===== src/rtl/div_controller.sv =====
// Sequencing FSM for the repeated-subtraction divider datapath, with an iteration watchdog.
// Optional feature macro: DIV_ZERO_CHECK_EN (short-circuits a zero divisor straight to DONE with err).
module div_controller #(
  parameter int                CNT_W    = 32,
  parameter logic [CNT_W-1:0]  MAX_ITER = CNT_W'(32'hFFFF)
) (
  input  logic             clk,
  input  logic             rst_n,
  input  logic             start,
  input  logic             b_less,
  input  logic             b_zero,
  input  logic             ack,
  output logic             ld,
  output logic             mux,
  output logic             busy,
  output logic             done,
  output logic             err,
  output logic [CNT_W-1:0] iter_count
);

  typedef enum logic [1:0] {
    IDLE = 2'd0,
    LOAD = 2'd1,
    ITER = 2'd2,
    DONE = 2'd3
  } state_t;

  state_t state;
  logic   limit;

`ifndef DIV_ZERO_CHECK_EN
  logic unused_b_zero;
  assign unused_b_zero = b_zero;
`endif

  assign limit = (iter_count == MAX_ITER);

  // The datapath must not load once the watchdog has tripped, so ld is gated by limit.
  always_comb begin
    ld  = 1'b0;
    mux = 1'b0;
    case (state)
      LOAD: begin
        ld  = 1'b1;
        mux = 1'b0;
      end
      ITER: begin
        ld  = ~b_less & ~limit;
        mux = 1'b1;
      end
      default: begin
        ld  = 1'b0;
        mux = 1'b0;
      end
    endcase
  end

  // busy and done are kept as flops alongside the state so they leave the block glitch-free.
  always_ff @(posedge clk or negedge rst_n) begin
    if (!rst_n) begin
      state      <= IDLE;
      iter_count <= '0;
      err        <= 1'b0;
      busy       <= 1'b0;
      done       <= 1'b0;
    end else begin
      case (state)
        IDLE: begin
          if (start) begin
            iter_count <= '0;
`ifdef DIV_ZERO_CHECK_EN
            if (b_zero) begin
              state <= DONE;
              err   <= 1'b1;
              done  <= 1'b1;
              busy  <= 1'b0;
            end else begin
              state <= LOAD;
              err   <= 1'b0;
              busy  <= 1'b1;
            end
`else
            state <= LOAD;
            err   <= 1'b0;
            busy  <= 1'b1;
`endif
          end
        end
        LOAD: begin
          state <= ITER;
        end
        ITER: begin
          // A finished divide wins over the watchdog in the same cycle.
          if (b_less) begin
            state <= DONE;
            err   <= 1'b0;
            busy  <= 1'b0;
            done  <= 1'b1;
          end else if (limit) begin
            state <= DONE;
            err   <= 1'b1;
            busy  <= 1'b0;
            done  <= 1'b1;
          end else begin
            iter_count <= iter_count + 1'b1;
          end
        end
        DONE: begin
          if (ack) begin
            done <= 1'b0;
            if (start) begin
              state      <= LOAD;
              iter_count <= '0;
              err        <= 1'b0;
              busy       <= 1'b1;
            end else begin
              state <= IDLE;
            end
          end
        end
        default: begin
          state <= IDLE;
          busy  <= 1'b0;
          done  <= 1'b0;
        end
      endcase
    end
  end

endmodule


===== config.mk =====
export PLATFORM = sky130hd
export DESIGN_NAME = div_controller
export DESIGN_NICKNAME = d
export VERILOG_FILES = /design/src/rtl/div_controller.sv
export SDC_FILE = /design/constraint.sdc
export NUM_CORES = 1
export LEC_CHECK = 0
export ABC_CLOCK_PERIOD_IN_PS = 2200
export BUFFER_PORTS_ARGS = -buffer_cell sky130_fd_sc_hd__buf_4
export CAP_MARGIN = 25
export CORE_ASPECT_RATIO = 1.2
export CORE_UTILIZATION = 45
export DETAILED_ROUTE_END_ITERATION = 12
export GPL_TIMING_DRIVEN = 0
export PLACE_DENSITY_LB_ADDON = 0.12
export SYNTH_ARGS = -nofsm -noshare
export SYNTH_HDL_FRONTEND = slang
export SYNTH_SLANG_ARGS = --single-unit
export TNS_END_PERCENT = 50

===== constraint.sdc =====
create_clock -name clk -period 2.2 [get_ports clk]
set_input_delay 0.55 -clock clk [delete_from_list [all_inputs] [get_ports clk]]
set_output_delay 0.55 -clock clk [all_outputs]
set_load 0.02 [all_outputs]

==> results of run 1 <==
[through the flow]
stage | power, W | std cells | worst slack (ns)
3_5_place_dp | 0.001735 | 357 | -0.4260
5_1_grt | 0.002571 | 391 | -0.1510
2_1_floorplan | 0.001431 | 256 | 0.001823
6_report | 0.002411 | 391 | -0.1123
4_1_cts | 0.002356 | 384 | -0.06584
3_3_place_gp | 0.001723 | 357 | -0.4079
[path summary, 6_finish.rpt]
path                                  end  slack (ns)  cells past startpoint           start
setup / recovery                       ld       -0.11                      5  iter_count[19]
hold / removal             iter_count[28]        0.21                      1           rst_n
setup reg to reg           iter_count[29]       -0.02                      5   iter_count[4]
hold reg to reg                  state[0]        0.54                      1        state[0]
max in group asynchronous   iter_count[0]        1.60                      1           rst_n
min in group clk                 state[0]        0.54                      1        state[0]
[power groups by stage]
stage                     sequential, W  clock (W)  combinational (W)
after floorplan                0.000848          0           0.000583
after global placement         0.000821          0           0.000902
after detailed placement       0.000825          0           0.000910
after CTS                      0.000811   0.000495            0.00105
after global routing           0.000821   0.000535            0.00121
final                          0.000811   0.000495            0.00111
[logic make-up (layout without fill, tap and decap cells)]
kind of cell | Yosys count | in the layout | share of synthesized area
multiplexers | 2 | 2 | 0.009159
adder cells (fa/ha/maj) | 7 | 7 | 0.03771
buffers and inverters | 17 | 92 | 0.02855
AND/OR/NAND/NOR | 115 | 115 | 0.2915
flip-flops | 37 | 37 | 0.3987
AO/OA/AOI/OAI | 78 | 78 | 0.2344
[Yosys cell counts (all sizes together) (2+ instances only)]
library cell   n  area share
nand4          7       0.028
a221o          6       0.026
buf            2      0.0043
nor2          11       0.018
nor4          11       0.036
a41o           2      0.0092
and4           3       0.012
o31ai          5       0.016
o311a          3       0.013
nor3          11       0.024
or3            9       0.025
o21ai         12       0.026
dfrtp         37        0.40
a21o           9       0.029
a31oi          6       0.016
nor2b          2      0.0054
a21oi         19       0.041
clkbuf         9       0.015
inv            6      0.0097
and2           2      0.0054
nor3b          2      0.0065
or4            7       0.027
and3          14       0.038
ha             7       0.038
nand2         23       0.037
nand3         11       0.024
a211o          9       0.034
[critical path, cell delays in order (launching register included)]
cell	delay, ns
dfrtp_2	0.47
nor4_2	0.32
and4_4	0.28
a21oi_2	0.07
o21a_1	0.19
buf_6	0.13
[cells in the final DEF, fill, tap and decap left out, types with 6 or more instances in the layout]
master   instances
a211o_1          9
dfrtp_1         11
dfrtp_2         26
nor3_1           9
nand3_1         10
nand2_1         22
a31oi_1          6
a21oi_1         14
o21ai_0         11
and3_1          13
a21o_1           9
a221o_1          6
or3_1            6
nor2_1          11
buf_4           70
[flip-flops by register name (all words and copies together), names as in the netlist]
register	cells
done	1
err	1
iter_count	32
busy	1
state	2
[metal layers]
layer  up-vias  track usage  wire length [um]
met3        10      0.04972               303
met1      1240       0.3389              2919
li1       1153            -                 -
met4         0      0.08511                91
met5         -            0                 0
met2        75       0.4376              3644
[repair_timing]
item,in CTS,in global routing
gates cloned,0,0
resized for setup,29,24
pin swaps,9,5
setup endpoints to repair,31,27
hold buffers,0,0
setup buffers,21,8
[layout make-up]
class	count	area, um2
fillers	449	1688
flip-flops and latches	37	958.4
plain buffers	8	51.30
clock buffers	5	68.82
clock inverters	3	17.52
inverters	6	22.52
repair buffers	70	541.8
well taps	60	75.07
multi-input cells	202	1516
==> summary.md, run 1 <==
| Metric | Value |
|---|---|
| Status | `finished, violations left` |
| Failing checks | `setup timing` |
| First-pass GRT wire length | `10.96 mm` |
| Total clock buffers created by CTS | `5` |
| Post-route DRC | `0` |
| Crit. End Element | `output port` |
| Net switching power | `0.001003 W` |
| Min Tclk post-route | `2.312 ns` |
| P_leak | `1.532 nW` |
| Worst slew pin tran | `0.5200 ns` |
| Final hold vios | `0` |
| Pint | `0.001409 W` |
| Final WS setup | `-0.1123 ns` |
| Die Y | `80.69 um` |
| Yosys warning total | `0` |
| Register area share after synthesis | `0.3987` |
| Asr flop ratio synth | `1.000` |
| VDD IR-drop max | `781.0 uV` |
| Pwr Density | `741.5 nW/um2` |
| Clk sinks | `37` |
| Sequential fraction of design power | `0.336` |
| CP startpoint kind | `flip-flop` |
| Req. time, crit path | `1.65 ns` |
| Fin util | `0.6583` |
| Pins Over Slew Limit | `0` |
| Flops & latches, synth | `37` |
| Mean Syn Cell Area | `9.071 um2` |
| Nets | `343` |
| Port Buffers | `41` |
| Tot GR Track Use | `0.2648` |
| Max-cap violations | `0` |
| CTS tree | `built` |
| Root buffer cell | `clkbuf_8` |
| Number of synthesized flops with an enable pin | `0` |
| Hold crit path type | `input pin to asynchronous set/reset pin` |
| Crit path kind | `flip-flop to output port` |
| Largest net degree at the start of global routing | `38` |
| Die area | `5453 um2` |
| Overflow after GRT | `0` |
| Worst skew pair latency | `0.30 ns` |
| CP Max Fanout | `8` |
| Worst hold margin | `0.2083 ns` |
| GP Congestion | `0.8441` |
| Rel. slew slack | `0.6504` |
| Total I/O pin count | `43` |
| Row cnt | `28` |
| Critical path data arrival time | `1.76 ns` |
| Vias after detailed routing | `2478` |
| Post-route cell area | `3252 um2` |
| Reg clk slew, reported paths | `0.09 ns` |
| Ant diodes | `0` |
| Setup_tns | `-0.1281 ns` |
| Initial antenna violation count | `0` |
| Clock buffer depth | `2` |
| Top_reg_cell synth | `dfrtp_1` |
| Vias in the first global route | `2259` |
| Post-synthesis cell area | `2322 um2` |
| DR pass1 iterations | `4` |
| Clock power share | `0.205` |
| Final setup violation count | `2` |
| Distinct cells, synth | `49` |
| Wire per inst | `17.80 um` |
| Die Wd | `67.58 um` |
| Final Skew | `0.01275 ns` |
| Placed inst area | `2763 um2` |
| Cell count after synthesis | `256` |
| Tcrit/Tclk final | `1.051` |
| Synthesized Nets | `269` |
| Core Region | `4940 um2` |
| Starting DRT DRC Count | `185` |
| Gate power share | `0.458` |
| Max Clock Freq | `432.5 MHz` |
| Initial core utilization | `0.4701` |
| Final wirelength | `6.959 mm` |
| DP HPWL | `4.268 mm` |
| H-tree levels | `2` |
| RSZ-0062 raised after global routing | `true` |
| Vias/cell | `6.338` |
| Switch share | `0.4158` |
| Final ANT Viol Nets | `0` |
| Layout cells sized above 1 | `0.4622` |
| Area grow syn2layout | `40.03%` |
No activity file was read; power rests on OpenSTA's default activity.
==> inputs of run 2 (changes only) <==
--- a/config.mk
+++ b/config.mk
@@ -12,6 +12,7 @@
 export CORE_UTILIZATION = 45
 export DETAILED_ROUTE_END_ITERATION = 12
 export GPL_TIMING_DRIVEN = 0
+export MAX_ROUTING_LAYER = met4
 export PLACE_DENSITY_LB_ADDON = 0.12
 export SYNTH_ARGS = -nofsm -noshare
 export SYNTH_HDL_FRONTEND = slang
==> run 2 against run 1 <==
  * The flow still finishes with violations (setup timing)
  * Hold slack worse by 0.0070 ns
  * Final area stayed put
  * Sequential power hardly changed
  * Sequential share of layout area stayed put
  * Register-to-register slack hardly changed
  * Fmax is 0.84% higher
  * Sequential cell count stayed put
==> summary.md, run 2 (synthesis gave the netlist of run 1 again) <==
| Metric | Value |
|---|---|
| Status | `finished, violations left (unchanged)` |
| Failing checks | `setup timing (unchanged)` |
| Final ANT Viol Nets | `0 (unchanged)` |
| Initial core utilization | `0.4701 (unchanged)` |
| Placed Cells | `357 (unchanged)` |
| Area occupied by multi-input gates | `1516 um2 (unchanged)` |
| Number of flip-flops in the largest register | `32 (unchanged)` |
| Layout cells sized above 1 | `0.4622 (unchanged)` |
| Top reg by flops | `iter_count (unchanged)` |
| Crit path kind | `flip-flop to output port (unchanged)` |
| Total I/O pin count | `43 (unchanged)` |
| Clk sinks | `37 (unchanged)` |
| Req. time, crit path | `1.65 ns (about the same)` |
| Overflow after GRT | `0 (unchanged)` |
| Pins Over Slew Limit | `0 (unchanged)` |
| Clock buffer depth | `2 (unchanged)` |
| Final WS setup | `-0.09298 ns (was -0.1123 ns)` |
| Worst skew pair latency | `0.30 ns (about the same)` |
| Final setup violation count | `2 (unchanged)` |
| Hold crit path type | `input pin to asynchronous set/reset pin (unchanged)` |
| RSZ-0062 raised after global routing | `true (unchanged)` |
| VDD IR-drop max | `782.6 uV (was 781.0 uV)` |
| Die Y | `80.69 um (unchanged)` |
| Fillers | `449 (unchanged)` |
| Area grow syn2layout | `40.03% (unchanged)` |
| Die Wd | `67.58 um (unchanged)` |
| Reg-to-Reg Start | `iter_count[8] (was iter_count[4])` |
| Most frequent cells in the layout | `buf_4 (70), dfrtp_2 (26), nand2_1 (22) (unchanged)` |
| DP HPWL | `4.268 mm (unchanged)` |
| Crit. End Element | `output port (unchanged)` |
| H-tree levels | `2 (unchanged)` |
| P_leak | `1.532 nW (unchanged)` |
| CP Max Fanout | `8 (unchanged)` |
| Initial antenna violation count | `0 (unchanged)` |
| Reg clk slew, reported paths | `0.09 ns (about the same)` |
| Final wirelength | `6.935 mm (was 6.959 mm)` |
| Max Clock Freq | `436.1 MHz (was 432.5 MHz)` |
| Regs by FF count | `iter_count: 32 flops, state: 2 flops (unchanged)` |
| Vias/cell | `6.286 (was 6.338)` |
| Largest net degree at the start of global routing | `38 (unchanged)` |
| DR pass1 iterations | `4 (unchanged)` |
| Ant diodes | `0 (unchanged)` |
| Tcrit/Tclk final | `1.042 (was 1.051)` |
| Max-cap violations | `0 (unchanged)` |
| Post-Layout Cell Count | `391 (unchanged)` |
| Vias after detailed routing | `2458 (was 2478)` |
| Worst hold margin | `0.2013 ns (was 0.2083 ns)` |
| Min Tclk post-route | `2.293 ns (was 2.312 ns)` |
| First-pass GRT wire length | `10.93 mm (was 10.96 mm)` |
| Tot GR Track Use | `0.2715 (was 0.2648)` |
| Port Buffers | `41 (unchanged)` |
| Row cnt | `28 (unchanged)` |
| Critical path data arrival time | `1.74 ns (was 1.76 ns)` |
| Nets | `343 (unchanged)` |
| Setup slack, reg-to-reg | `-0.02 ns (about the same)` |
| CTS tree | `built (unchanged)` |
| Vias in the first global route | `2266 (was 2259)` |
| Total clock buffers created by CTS | `5 (unchanged)` |
| Die area | `5453 um2 (unchanged)` |
| CP startpoint kind | `flip-flop (unchanged)` |
| Wire per inst | `17.74 um (was 17.80 um)` |
| Rel. slew slack | `0.6469 (was 0.6504)` |
| Root buffer cell | `clkbuf_8 (unchanged)` |
| Post-route DRC | `0 (unchanged)` |
| Starting DRT DRC Count | `163 (was 185)` |
| Core Region | `4940 um2 (unchanged)` |
| Worst reg-to-reg path cell count | `5 (unchanged)` |
| Commonest non-fill, non-tap cell in the layout | `buf_4 (unchanged)` |
| Worst slew pin tran | `0.5253 ns (was 0.5200 ns)` |
| Final Skew | `0.01290 ns (was 0.01275 ns)` |
| Reg-to-reg endpoint | `iter_count[29] (unchanged)` |
| Final hold vios | `0 (unchanged)` |
| Storage element area | `958.4 um2 (unchanged)` |
| Pwr Density | `742.2 nW/um2 (was 741.5 nW/um2)` |
| GP Congestion | `0.8573 (was 0.8441)` |
-- run 2: cell counts in the layout (fill, tap and decap cells not counted) --
No cell type changed its count.
-- run 2: what timing repair did --
item / 4_1_cts / 5_1_grt
pin swaps: 9 / 5
gates resized for setup: 29 / 24
setup endpoints to repair: 31 / 27
buffers inserted: 21 / 8
hold buffers: 0 / 0
cloned: 0 / 0
-- run 2: critical path, stage by stage, from the launching register on --
cell and delay [ns]:
dfrtp_2 0.46, nor4_2 0.31, and4_4 0.28, a21oi_2 0.07
o21a_1 0.19, buf_6 0.13
-- run 2: final cells by class --
class | count | area share
multi-input cells | 202 | 0.4663
flip-flops and latches | 37 | 0.2947
repair buffers | 70 | 0.1666
well taps | 60 | 0.02309
clock buffers | 5 | 0.02116
plain buffers | 8 | 0.01578
inverters | 6 | 0.006926
clock inverters | 3 | 0.005387
-- run 2: how the worst max path moves through the flow --
stage | from | end | slack [ns] | depth (start not counted)
finish | iter_count[19] | ld | -0.09 | 5
global route | iter_count[27] | ld | -0.13 | 5
floorplan | iter_count[9] | iter_count[29] | 0.002 | 5
detailed placement | state[0] | iter_count[18] | -0.43 | 8
CTS | iter_count[27] | ld | -0.07 | 5
global placement | state[0] | iter_count[10] | -0.41 | 8
-- run 2: routing by layer --
metal  track usage  wire [um]
met3       0.04972        266
met5             -          0
met1        0.3363       3037
met2        0.4396       3558
met4       0.08511         72
-- run 2: metrics by stage --
| stage | worst slack, ns | total power [W] | cell area [um2] | util | TNS [ns] |
|---|---|---|---|---|---|
| finish | -0.09298 | 0.002414 | 3252 | 0.6583 | -0.1150 |
| global route | -0.1344 | 0.002571 | 3252 | 0.6583 | -0.2637 |
| CTS | -0.06584 | 0.002356 | 3109 | 0.6294 | -0.06584 |
| detailed placement | -0.4260 | 0.001735 | 2763 | 0.5593 | -9.007 |
| global placement | -0.4079 | 0.001723 | 2763 | 0.5593 | -8.404 |
| floorplan | 0.001823 | 0.001431 | 2380 | - | 0 |
-- run 2: report_power, final --
group	switching (W)	internal [W]	leakage, nW	total (W)
sequential	0.0000703	0.000740	0.462	0.000810
clock	0.000276	0.000219	0.0439	0.000495
combinational	0.000659	0.000449	1.03	0.00111
